`config.mk`:
```
export PLATFORM = sky130hd
export DESIGN_NAME = lsu
export DESIGN_NICKNAME = d
export VERILOG_FILES = /design/src/rtl/lsu_pkg.sv /design/src/rtl/lsu_align.sv /design/src/rtl/lsu.sv
export SDC_FILE = /design/constraint.sdc
export NUM_CORES = 1
export LEC_CHECK = 0
export ABC_AREA = 1
export BUFFER_PORTS_ARGS = -buffer_cell sky130_fd_sc_hd__buf_2
export CAP_MARGIN = 20
export CELL_PAD_IN_SITES_DETAIL_PLACEMENT = 1
export CELL_PAD_IN_SITES_GLOBAL_PLACEMENT = 1
export CORE_MARGIN = 2
export CORE_UTILIZATION = 35
export CTS_CLUSTER_DIAMETER = 60
export DETAILED_ROUTE_END_ITERATION = 12
export GPL_TIMING_DRIVEN = 0
export PLACE_DENSITY = 0.83
export RECOVER_POWER = 100
export REMOVE_ABC_BUFFERS = 1
export SKIP_LAST_GASP = 1
export SLEW_MARGIN = 25
export SYNTH_ARGS = -nofsm -noshare
export SYNTH_HDL_FRONTEND = slang
export SYNTH_SLANG_ARGS = --single-unit
```
`constraint.sdc`:
```
create_clock -name clk -period 2.2 [get_ports clk]
set_input_delay 0.44 -clock clk [delete_from_list [all_inputs] [get_ports clk]]
set_output_delay 0.44 -clock clk [all_outputs]
set_load 0.03 [all_outputs]
```
`src/rtl/lsu_pkg.sv`:
```
// Shared types and decode helpers for the load/store unit.
package lsu_pkg;

  typedef enum logic [1:0] {
    IDLE = 2'd0,
    REQ  = 2'd1,
    RESP = 2'd2,
    DONE = 2'd3
  } lsu_state_e;

  localparam logic [2:0] F3_B  = 3'b000;
  localparam logic [2:0] F3_H  = 3'b001;
  localparam logic [2:0] F3_W  = 3'b010;
  localparam logic [2:0] F3_BU = 3'b100;
  localparam logic [2:0] F3_HU = 3'b101;

  typedef struct packed {
    logic        mem_valid;
    logic        is_load;
    logic        is_store;
    logic [2:0]  funct3;
    logic [31:0] addr;
    logic [31:0] wdata;
  } lsu_in_t;

  typedef struct packed {
    logic        lsu_stall;
    logic        lsu_done;
    logic [31:0] lsu_rdata;
    logic        lsu_err;
  } lsu_out_t;

  function automatic logic f3_legal(input logic load, input logic [2:0] f3);
    if (load) return f3 inside {F3_B, F3_H, F3_W, F3_BU, F3_HU};
    return f3 inside {F3_B, F3_H, F3_W};
  endfunction

  function automatic logic is_misaligned(input logic [2:0] f3, input logic [1:0] off);
    case (f3[1:0])
      2'b01:   return off[0];
      2'b10:   return off != 2'b00;
      default: return 1'b0;
    endcase
  endfunction

endpackage

```
`src/rtl/lsu_align.sv`:
```
// Byte-lane steering: store data replication / byte enables, and load
// extraction with sign or zero extension. Purely combinational.
module lsu_align
  import lsu_pkg::*;
(
  input  logic [2:0]  funct3,
  input  logic [1:0]  offset,
  input  logic [31:0] wdata,
  input  logic [31:0] rdata,
  output logic [3:0]  be,
  output logic [31:0] wdata_lane,
  output logic [31:0] rdata_ext
);

  logic [31:0] shifted;

  genvar gi;
  generate
    for (gi = 0; gi < 4; gi++) begin : g_lane
      assign wdata_lane[gi*8 +: 8] = (funct3[1:0] == 2'b00) ? wdata[7:0] :
                                     (funct3[1:0] == 2'b01) ? wdata[(gi%2)*8 +: 8] :
                                                              wdata[gi*8 +: 8];
    end
  endgenerate

  always_comb begin
    case (funct3[1:0])
      2'b00:   be = 4'b0001 << offset;
      2'b01:   be = 4'b0011 << offset;
      default: be = 4'b1111;
    endcase
  end

  assign shifted = rdata >> {offset, 3'b000};

  always_comb begin
    case (funct3)
      F3_B:    rdata_ext = {{24{shifted[7]}}, shifted[7:0]};
      F3_BU:   rdata_ext = {24'h0, shifted[7:0]};
      F3_H:    rdata_ext = {{16{shifted[15]}}, shifted[15:0]};
      F3_HU:   rdata_ext = {16'h0, shifted[15:0]};
      default: rdata_ext = shifted;
    endcase
  end

endmodule

```
`src/rtl/lsu.sv`:
```
// Load/store unit: one MEM-stage access -> one req/gnt/rvalid bus transaction.
// Optional bus watchdog enabled by defining LSU_BUS_TIMEOUT_EN.
module lsu
  import lsu_pkg::*;
#(
  parameter int XLEN           = 32,
  parameter int TIMEOUT_CYCLES = 255
) (
  input  logic            clk,
  input  logic            rst_n,
  input  logic            mem_valid,
  input  logic            is_load,
  input  logic            is_store,
  input  logic [2:0]      funct3,
  input  logic [XLEN-1:0] addr,
  input  logic [XLEN-1:0] wdata,
  output logic            lsu_stall,
  output logic            lsu_done,
  output logic [XLEN-1:0] lsu_rdata,
  output logic            lsu_err,
  output logic            dmem_req,
  output logic            dmem_we,
  output logic [XLEN-1:0] dmem_addr,
  output logic [3:0]      dmem_be,
  output logic [XLEN-1:0] dmem_wdata,
  input  logic            dmem_gnt,
  input  logic            dmem_rvalid,
  input  logic [XLEN-1:0] dmem_rdata
);

  lsu_in_t    req_in;
  lsu_out_t   out_s;
  lsu_state_e state_reg, state_next;

  logic [1:0]  off_reg;
  logic [2:0]  f3_reg;
  logic [31:0] addr_reg, wdata_reg, rdata_reg;
  logic [3:0]  be_reg;
  logic        we_reg;

  logic        access, bad, accept, error_now, busy, fin_ok;
  logic        timeout_hit, err_done;
  logic [2:0]  al_f3;
  logic [1:0]  al_off;
  logic [3:0]  al_be;
  logic [31:0] al_wdata, al_rdata;

  assign req_in = {mem_valid, is_load, is_store, funct3, addr, wdata};

  // is_load wins when both are set, so a dual request decodes as a load
  assign access    = req_in.mem_valid & (req_in.is_load | req_in.is_store);
  assign bad       = ~f3_legal(req_in.is_load, req_in.funct3) |
                     is_misaligned(req_in.funct3, req_in.addr[1:0]);
  assign accept    = (state_reg == IDLE) & access & ~bad;
  assign error_now = (state_reg == IDLE) & access & bad;
  assign busy      = (state_reg == REQ) | (state_reg == RESP);
  assign fin_ok    = ((state_reg == REQ) & dmem_gnt & we_reg) |
                     ((state_reg == RESP) & dmem_rvalid);

  // One aligner serves both directions: live inputs while idle, latched ones later
  assign al_f3  = (state_reg == IDLE) ? req_in.funct3    : f3_reg;
  assign al_off = (state_reg == IDLE) ? req_in.addr[1:0] : off_reg;

  lsu_align u_align (
    .funct3     (al_f3),
    .offset     (al_off),
    .wdata      (req_in.wdata),
    .rdata      (dmem_rdata),
    .be         (al_be),
    .wdata_lane (al_wdata),
    .rdata_ext  (al_rdata)
  );

`ifdef LSU_BUS_TIMEOUT_EN
  localparam int CNT_W = $clog2(TIMEOUT_CYCLES + 1);
  logic [CNT_W-1:0] cnt_reg;
  logic             tmo_reg;

  assign timeout_hit = busy & (cnt_reg == CNT_W'(TIMEOUT_CYCLES - 1));
  assign err_done    = tmo_reg;

  always_ff @(posedge clk or negedge rst_n) begin
    if (!rst_n) begin
      cnt_reg <= '0;
      tmo_reg <= 1'b0;
    end else begin
      cnt_reg <= busy ? cnt_reg + 1'b1 : '0;
      tmo_reg <= timeout_hit & ~fin_ok;
    end
  end
`else
  assign timeout_hit = 1'b0;
  assign err_done    = 1'b0;
`endif

  always_comb begin
    state_next = state_reg;
    case (state_reg)
      IDLE: if (accept) state_next = REQ;
      REQ:  if (dmem_gnt) state_next = we_reg ? DONE : RESP;
      RESP: if (dmem_rvalid) state_next = DONE;
      DONE: state_next = IDLE;
      default: state_next = IDLE;
    endcase
    // a completing handshake in the limit cycle still counts as success
    if (timeout_hit && !fin_ok) state_next = DONE;
  end

  always_ff @(posedge clk or negedge rst_n) begin
    if (!rst_n) begin
      state_reg <= IDLE;
      off_reg   <= 2'b00;
      f3_reg    <= 3'b000;
      addr_reg  <= '0;
      be_reg    <= 4'b0000;
      wdata_reg <= '0;
      we_reg    <= 1'b0;
      rdata_reg <= '0;
    end else begin
      state_reg <= state_next;
      if (accept) begin
        off_reg   <= req_in.addr[1:0];
        f3_reg    <= req_in.funct3;
        addr_reg  <= {req_in.addr[31:2], 2'b00};
        be_reg    <= req_in.is_load ? 4'b1111 : al_be;
        wdata_reg <= al_wdata;
        we_reg    <= ~req_in.is_load;
      end
      if (state_reg == RESP && dmem_rvalid) rdata_reg <= al_rdata;
    end
  end

  assign out_s.lsu_stall = accept | busy;
  assign out_s.lsu_done  = (state_reg == DONE);
  assign out_s.lsu_rdata = rdata_reg;
  assign out_s.lsu_err   = error_now | ((state_reg == DONE) & err_done);

  assign lsu_stall  = out_s.lsu_stall;
  assign lsu_done   = out_s.lsu_done;
  assign lsu_rdata  = out_s.lsu_rdata;
  assign lsu_err    = out_s.lsu_err;
  assign dmem_req   = (state_reg == REQ);
  assign dmem_we    = we_reg;
  assign dmem_addr  = addr_reg;
  assign dmem_be    = be_reg;
  assign dmem_wdata = wdata_reg;

endmodule
```
==> flow_summary.yaml, run 1 <==
status:
  status: "finished, violations left"
  violations: "negative setup slack"
pwr:
  switching_share_pct: 53.59
  seqPwrFrac_pct: 26.1
  totalPowerFinal_mw: 13.24
  vdd_drop_max_mv: 0.6608
  p_per_area_nw_per_um2: 1727
  p_switching_mw: 7.096
  leakagePower_nw: 4.002
  p_int_mw: 6.145
  power.combinational.fraction_pct: 60.7
  p_clk_share_pct: 13.3
place:
  dpl_cell_area_sq_um: 6890
  numPortBuffers: 208
  dp_hpwl_um: 13010
  gp_congestion: 0.8234
  place_ws_ns: -1.425
clock_network:
  cts.clk_slew.worst_paths_ns: 0.08
  insertion_delay_ns: 0.37
  htree_num_levels: 3
  cts_buffer_depth: 2
  cts_buffers: 9
  cts_tree: "yes"
  clkSinkCount: 106
  clock-root-buffer: "clkbuf_16"
  hold_buffers: 0
synthesis:
  ys_seq_elements: 106
  ys_warn_count: 0
  synth_top_family_by_area: "simple AND/OR/NAND/NOR gates"
  muxShareOfSynthArea_pct: 0
  yosysSeqAreaShare_pct: 46.02
  synth-adder-area-share_pct: 1.519
  syn-mean-instance-area_sq_um: 7.737
  syn_area_sq_um: 5764
  synth_cell_types: 32
  yosys.area_share.simple_pct: 36.55
  synth_xor_area_share_pct: 0
  syn_inst: 745
  synth_compound_area_share_pct: 7.423
timing:
  skew_ns: 0.008868
  slew_headroom_pct: 8.412
  worst_slew_pin_slew_ns: 1.374
  fmax_ghz: 0.4478
  hold_viol_final: 0
  fin_hold_ws_ns: 0.2573
  rsz0062_at_grt: "yes"
  final_max_slew_viol_count: 0
  min_period_ns: 2.233
  finalSetupViolations: 1
  timing.final.ws_setup_ns: -0.03316
  layout_worst_path_cycle_share_pct: 101.5
detailed_routing:
  vias_per_cell: 4.881
  wire_per_inst_um: 17.65
  remaining_drc_errors: 0
  firstDrtPassIters: 4
  drt_iter0_drc: 228
  ant_nets: 0
  vias: 5804
  wl_um: 20990
job:
  drv_cap: 0
setup_path:
  start_kind: "register"
  worst_path_largest_cell_delay_ns: 0.41
  critPathSlowestCell: "dfrtp_2"
  crit_family: "buffers and inverters"
  critPathMaxFanout: 3
  crit_chain: "inv_2 -> ha_4 -> inv_12 -> nor2_4 -> nand3_4 -> buf_16 -> inv_16 -> or2_4 -> buf_6"
  critPathKind: "register to output pin"
  endpoint_kind: "output pin"
  arrival_ns: 1.79
  worstPathRequired_ns: 1.76
  path_buf_inv: 5
global_routing:
  grt_pass1_wl_um: 33420
  antenna_found_initial: 6
  grt_max_degree: 56
  grt_pass1_vias: 6322
  grt_use_total_pct: 24.11
  grt_overflow_total: 0
layout:
  nNetsFinal: 1076
  fin_area_sq_um: 7667
  utilization_pct: 47.92
  areaGrowthSynthToFinish_pct: 33.01
  drive_gt1_share_pct: 25.83
die:
  die_area_sq_um: 17510
  dieHeight_um: 132.3
  start_util_pct: 36.03
  rows: 46
  pin_count: 211
  core_sq_um: 16000
  die_x_um: 132.3
min_path:
  worstHoldPathType: "primary input to register"
synthesized netlist by cell type:
master,instances,area share (%)
inv_2,4,0.26
conb_1,1,0.065
a211oi_1,1,0.13
nand2_4,7,1.4
o21ai_1,2,0.17
buf_6,8,1.6
ha_1,7,1.5
o211ai_1,16,2.1
nor2_2,3,0.33
buf_1,1,0.065
nor2_4,1,0.20
nand3_4,3,0.91
nand3_2,21,3.6
buf_2,18,1.6
a21oi_1,12,1.0
or2_2,20,2.2
a21boi_0,1,0.13
o21ai_2,1,0.15
nand2_8,1,0.35
nand2_2,8,0.87
clkbuf_1,8,0.52
buf_4,6,0.78
o21a_1,1,0.13
nand3_1,45,3.9
o21ai_0,40,3.5
nor2_1,22,1.4
inv_12,1,0.28
dfrtp_1,106,46
o22ai_1,1,0.11
inv_1,52,3.4
nand2_1,325,21
nand4_1,2,0.22
layout by cell type (no fill, tap or decap), types with 2 or more instances in the layout:
| cell type | netlist | routed |
|---|---|---|
| nand2_8 | 1 | 4 |
| ha_4 | 0 | 2 |
| buf_2 | 18 | 105 |
| clkinvlp_4 | 0 | 2 |
| nand3_4 | 3 | 7 |
| nand3_2 | 21 | 21 |
| or2_2 | 20 | 19 |
| dfrtp_1 | 106 | 105 |
| buf_6 | 8 | 2 |
| nand2_2 | 8 | 7 |
| nand2_1 | 325 | 321 |
| a21oi_1 | 12 | 11 |
| nand2_4 | 7 | 9 |
| inv_8 | 0 | 2 |
| clkbuf_16 | 0 | 9 |
| nor2_1 | 22 | 21 |
| o211ai_1 | 16 | 16 |
| o21ai_0 | 40 | 37 |
| inv_6 | 0 | 4 |
| conb_1 | 1 | 2 |
| diode_2 | 0 | 5 |
| bufbuf_16 | 0 | 2 |
| nand3_1 | 45 | 46 |
| inv_2 | 4 | 6 |
| nor2_4 | 1 | 4 |
| buf_4 | 6 | 24 |
| clkbuf_1 | 8 | 99 |
| inv_1 | 52 | 47 |
| buf_16 | 0 | 2 |
| nand4_1 | 2 | 2 |
| ha_1 | 7 | 4 |
| o21ai_1 | 2 | 4 |
| buf_12 | 0 | 3 |
per-layer routing:
metal	vias up	wire length, um	global-route usage [%]
met1	2807	8783	29.26
met2	159	10480	41.51
met4	2	687	10.87
met5	-	7	0
li1	2791	-	-
met3	45	1030	4.614
cells by family (layout without fill, tap and decap cells):
| family | after synthesis | in the layout |
|---|---|---|
| AND/OR/NAND/NOR | 458 | 463 |
| flip-flops | 106 | 106 |
| buffers and inverters | 98 | 315 |
| AO/OA/AOI/OAI | 75 | 75 |
| adder cells (fa/ha/maj) | 7 | 7 |
| other | 1 | 7 |
worst reg2reg max path, stage by stage (launching register included):
cell and delay (ns):
dfrtp_2 0.41, inv_2 0.08, ha_4 0.20, buf_4 0.14
nand2_2 0.21, nand3_1 0.23, nand3_2 0.27, nand3_4 0.26
nand2_1 0.09, nand2_1 0.07, nand2_1 0.05
final timing paths:
kind	cells after the start	slack, ns	from	endpoint
max in group asynchronous	2	0.89	rst_n	state_reg[0]
hold reg to reg	2	0.48	dmem_addr[23]	dmem_addr[23]
setup / recovery	9	-0.03	state_reg[0]	lsu_stall
min in group asynchronous	1	0.37	rst_n	dmem_addr[3]
setup reg to reg	10	0.08	state_reg[0]	lsu_rdata[8]
hold / removal	3	0.26	addr[22]	dmem_addr[22]
power by group through the flow:
stage / clock [mW] / sequential, mW / combinational, mW
2_1_floorplan: 0 / 5.17 / 3.35
3_3_place_gp: 0 / 3.41 / 7.20
3_5_place_dp: 0 / 3.45 / 7.38
4_1_cts: 1.79 / 3.42 / 7.98
5_1_grt: 1.86 / 3.56 / 8.74
6_report: 1.75 / 3.45 / 8.03
cell type report:
class,instances,area (sq um)
Clock inverter,6,72.57
Tap cell,216,270.3
Timing Repair inverter,3,25.02
Fill cell,2090,8333
Clock buffer,10,239.0
Multi-Input combinational cell,547,2848
Antenna cell,5,12.51
Sequential cell,106,2654
Inverter,57,254.0
Timing Repair Buffer,239,1292
timing repair:
action                     in CTS  in global routing
pin swaps                       6                  9
gates cloned                    8                  2
gates resized for setup        35                 17
setup buffers                  21                  6
setup endpoints to repair     108                 40
metrics by stage:
stage | cells | TNS (ns)
floorplan | 705 | -77.60
global placement | 1129 | -260.01
detailed placement | 1131 | -88.00
CTS | 1176 | -0.05236
global route | 1188 | -0.3324
finish | 1189 | -0.03316
No activity file was read; power rests on OpenSTA's default activity.
==> inputs of run 2 (changes only) <==
CORE_UTILIZATION = 32   (was 35)
PLACE_DENSITY = 0.8   (was 0.83)
clock period = 2.05 ns   (was 2.2 ns; I/O delays follow)
==> flow_summary.yaml, run 2 (synthesized netlist as in run 1, its figures left out) <==
status:
  status: "finished, violations left"
  violations: "negative setup slack"
setup_path:
  critPathKind: "register to output pin"
  r2r-start: "state_reg[1]"
  reg2reg_to: "lsu_rdata[24]"
  arrival_ns: 1.72
  r2r_slack_ns: 0.02
  critPathMaxFanout: 6
  endpoint_kind: "output pin"
  start_kind: "register"
  startpoint: "state_reg[1]"
  r2r.worst_path.cells: 11
  crit_chain: "inv_2 -> ha_4 -> inv_12 -> nor2_4 -> nand3_4 -> inv_16 -> or2_4 -> buf_6"
  worstPathRequired_ns: 1.64
  worst_path_largest_cell_delay_ns: 0.40
  critPathSlowestCell: "dfrtp_1"
die:
  start_util_pct: 32.31
  pin_count: 211
  die_x_um: 138.2
  rows: 49
  core_sq_um: 17840
  die_area_sq_um: 19100
  dieHeight_um: 138.2
layout:
  fin_area_sq_um: 7659
  nNetsFinal: 1076
  fill_cells: 2279
  drive_gt1_share_pct: 25.62
  utilization_pct: 42.93
  final_cell_mix: "nand2_1 (321), dfrtp_1 (106), buf_2 (106), clkbuf_1 (99), inv_1 (47)"
  layout_commonest_cell: "nand2_1"
  areaGrowthSynthToFinish_pct: 32.86
timing:
  worst_slew_pin_slew_ns: 1.046
  layout_worst_path_cycle_share_pct: 104.0
  fmax_ghz: 0.4688
  finalSetupViolations: 1
  hold_viol_final: 0
  min_period_ns: 2.133
  slew_headroom_pct: 30.25
  timing.final.ws_setup_ns: -0.08293
  fin_hold_ws_ns: 0.2376
  final_max_slew_viol_count: 0
  skew_ns: 0.01025
  rsz0062_at_grt: "yes"
pwr:
  totalPowerFinal_mw: 14.38
  vdd_drop_max_mv: 0.7529
  p_per_area_nw_per_um2: 1878
  leakagePower_nw: 3.948
detailed_routing:
  vias: 5832
  ant_nets: 0
  vias_per_cell: 4.856
  drt_iter0_drc: 328
  wire_per_inst_um: 17.96
  remaining_drc_errors: 0
  wl_um: 21570
  firstDrtPassIters: 4
clock_network:
  cts.clk_slew.worst_paths_ns: 0.08
  cts_buffer_depth: 2
  clock-root-buffer: "clkbuf_16"
  htree_num_levels: 3
  clkSinkCount: 106
  cts_tree: "yes"
  insertion_delay_ns: 0.36
  cts_buffers: 9
global_routing:
  grt_max_degree: 67
  grt_use_total_pct: 21.35
  grt_overflow_total: 0
  antenna_found_initial: 5
  grt_pass1_wl_um: 32540
  grt_pass1_vias: 6062
min_path:
  hold_depth: 3
  worstHoldPathType: "primary input to register"
  holdPathEnd: "dmem_addr[4]"
  min_from: "addr[4]"
place:
  place_ws_ns: -1.529
  gp_congestion: 0.8381
  numPortBuffers: 208
  dp_hpwl_um: 13270
  dpl_cell_area_sq_um: 6907
job:
  drv_cap: 0
run 2: worst max-delay path, delay by kind of cell, from the launching register on:
kind | cells | cell delay [ns]
adder cells (fa/ha/maj) | 1 | 0.21
buffers and inverters | 4 | 0.36
flip-flops | 1 | 0.40
AND/OR/NAND/NOR | 3 | 0.40
run 2: layout make-up:
class	instances	area (sq um)	area share [%]
antenna	4	10.01	0.1307
clock buffer	10	239.0	3.120
clock inverter	6	56.30	0.7352
inverter	57	264.0	3.447
multi-input combinational	549	2917	38.08
sequential	106	2653	34.63
tap	229	286.5	3.741
timing repair buffer	237	1209	15.78
timing repair inverter	3	25.02	0.3267
run 2: report_power, final:
| group | internal, mW | switching [mW] | total, mW |
|---|---|---|---|
| combinational | 2.58 | 6.37 | 8.95 |
| sequential | 3.11 | 0.566 | 3.68 |
| clock | 0.885 | 0.874 | 1.76 |
| total | 6.57 | 7.81 | 14.4 |
run 2: worst max-delay path by stage:
| stage | endpoint | slack (ns) |
|---|---|---|
| floorplan | lsu_stall | -1.67 |
| global placement | lsu_stall | -3.31 |
| detailed placement | lsu_stall | -1.53 |
| CTS | lsu_stall | -0.07 |
| global route | lsu_stall | -0.16 |
| finish | lsu_stall | -0.08 |
run 2: repair_timing:
| item | CTS | global route |
|---|---|---|
| endpoints found under the setup margin | 108 | 58 |
| hold buffers | 1 | 0 |
| hold endpoints to repair | 40 | 0 |
| pin swaps | 4 | 8 |
| buffers inserted | 17 | 8 |
| resized for setup | 39 | 17 |
| cloned | 6 | 5 |
run 2: metal layers:
| metal | GRT usage (%) | wire length (um) |
|---|---|---|
| met1 | 26.09 | 8912 |
| met2 | 37.13 | 11040 |
| met3 | 3.983 | 1049 |
| met4 | 8.808 | 564 |
| met5 | 0 | 9 |
run 2: through the flow:
step | std cells | setup TNS, ns
after floorplan | 705 | -93.74
after global placement | 1142 | -310.76
after detailed placement | 1144 | -108.00
after CTS | 1184 | -0.1367
after global routing | 1201 | -4.186
final | 1201 | -0.08293
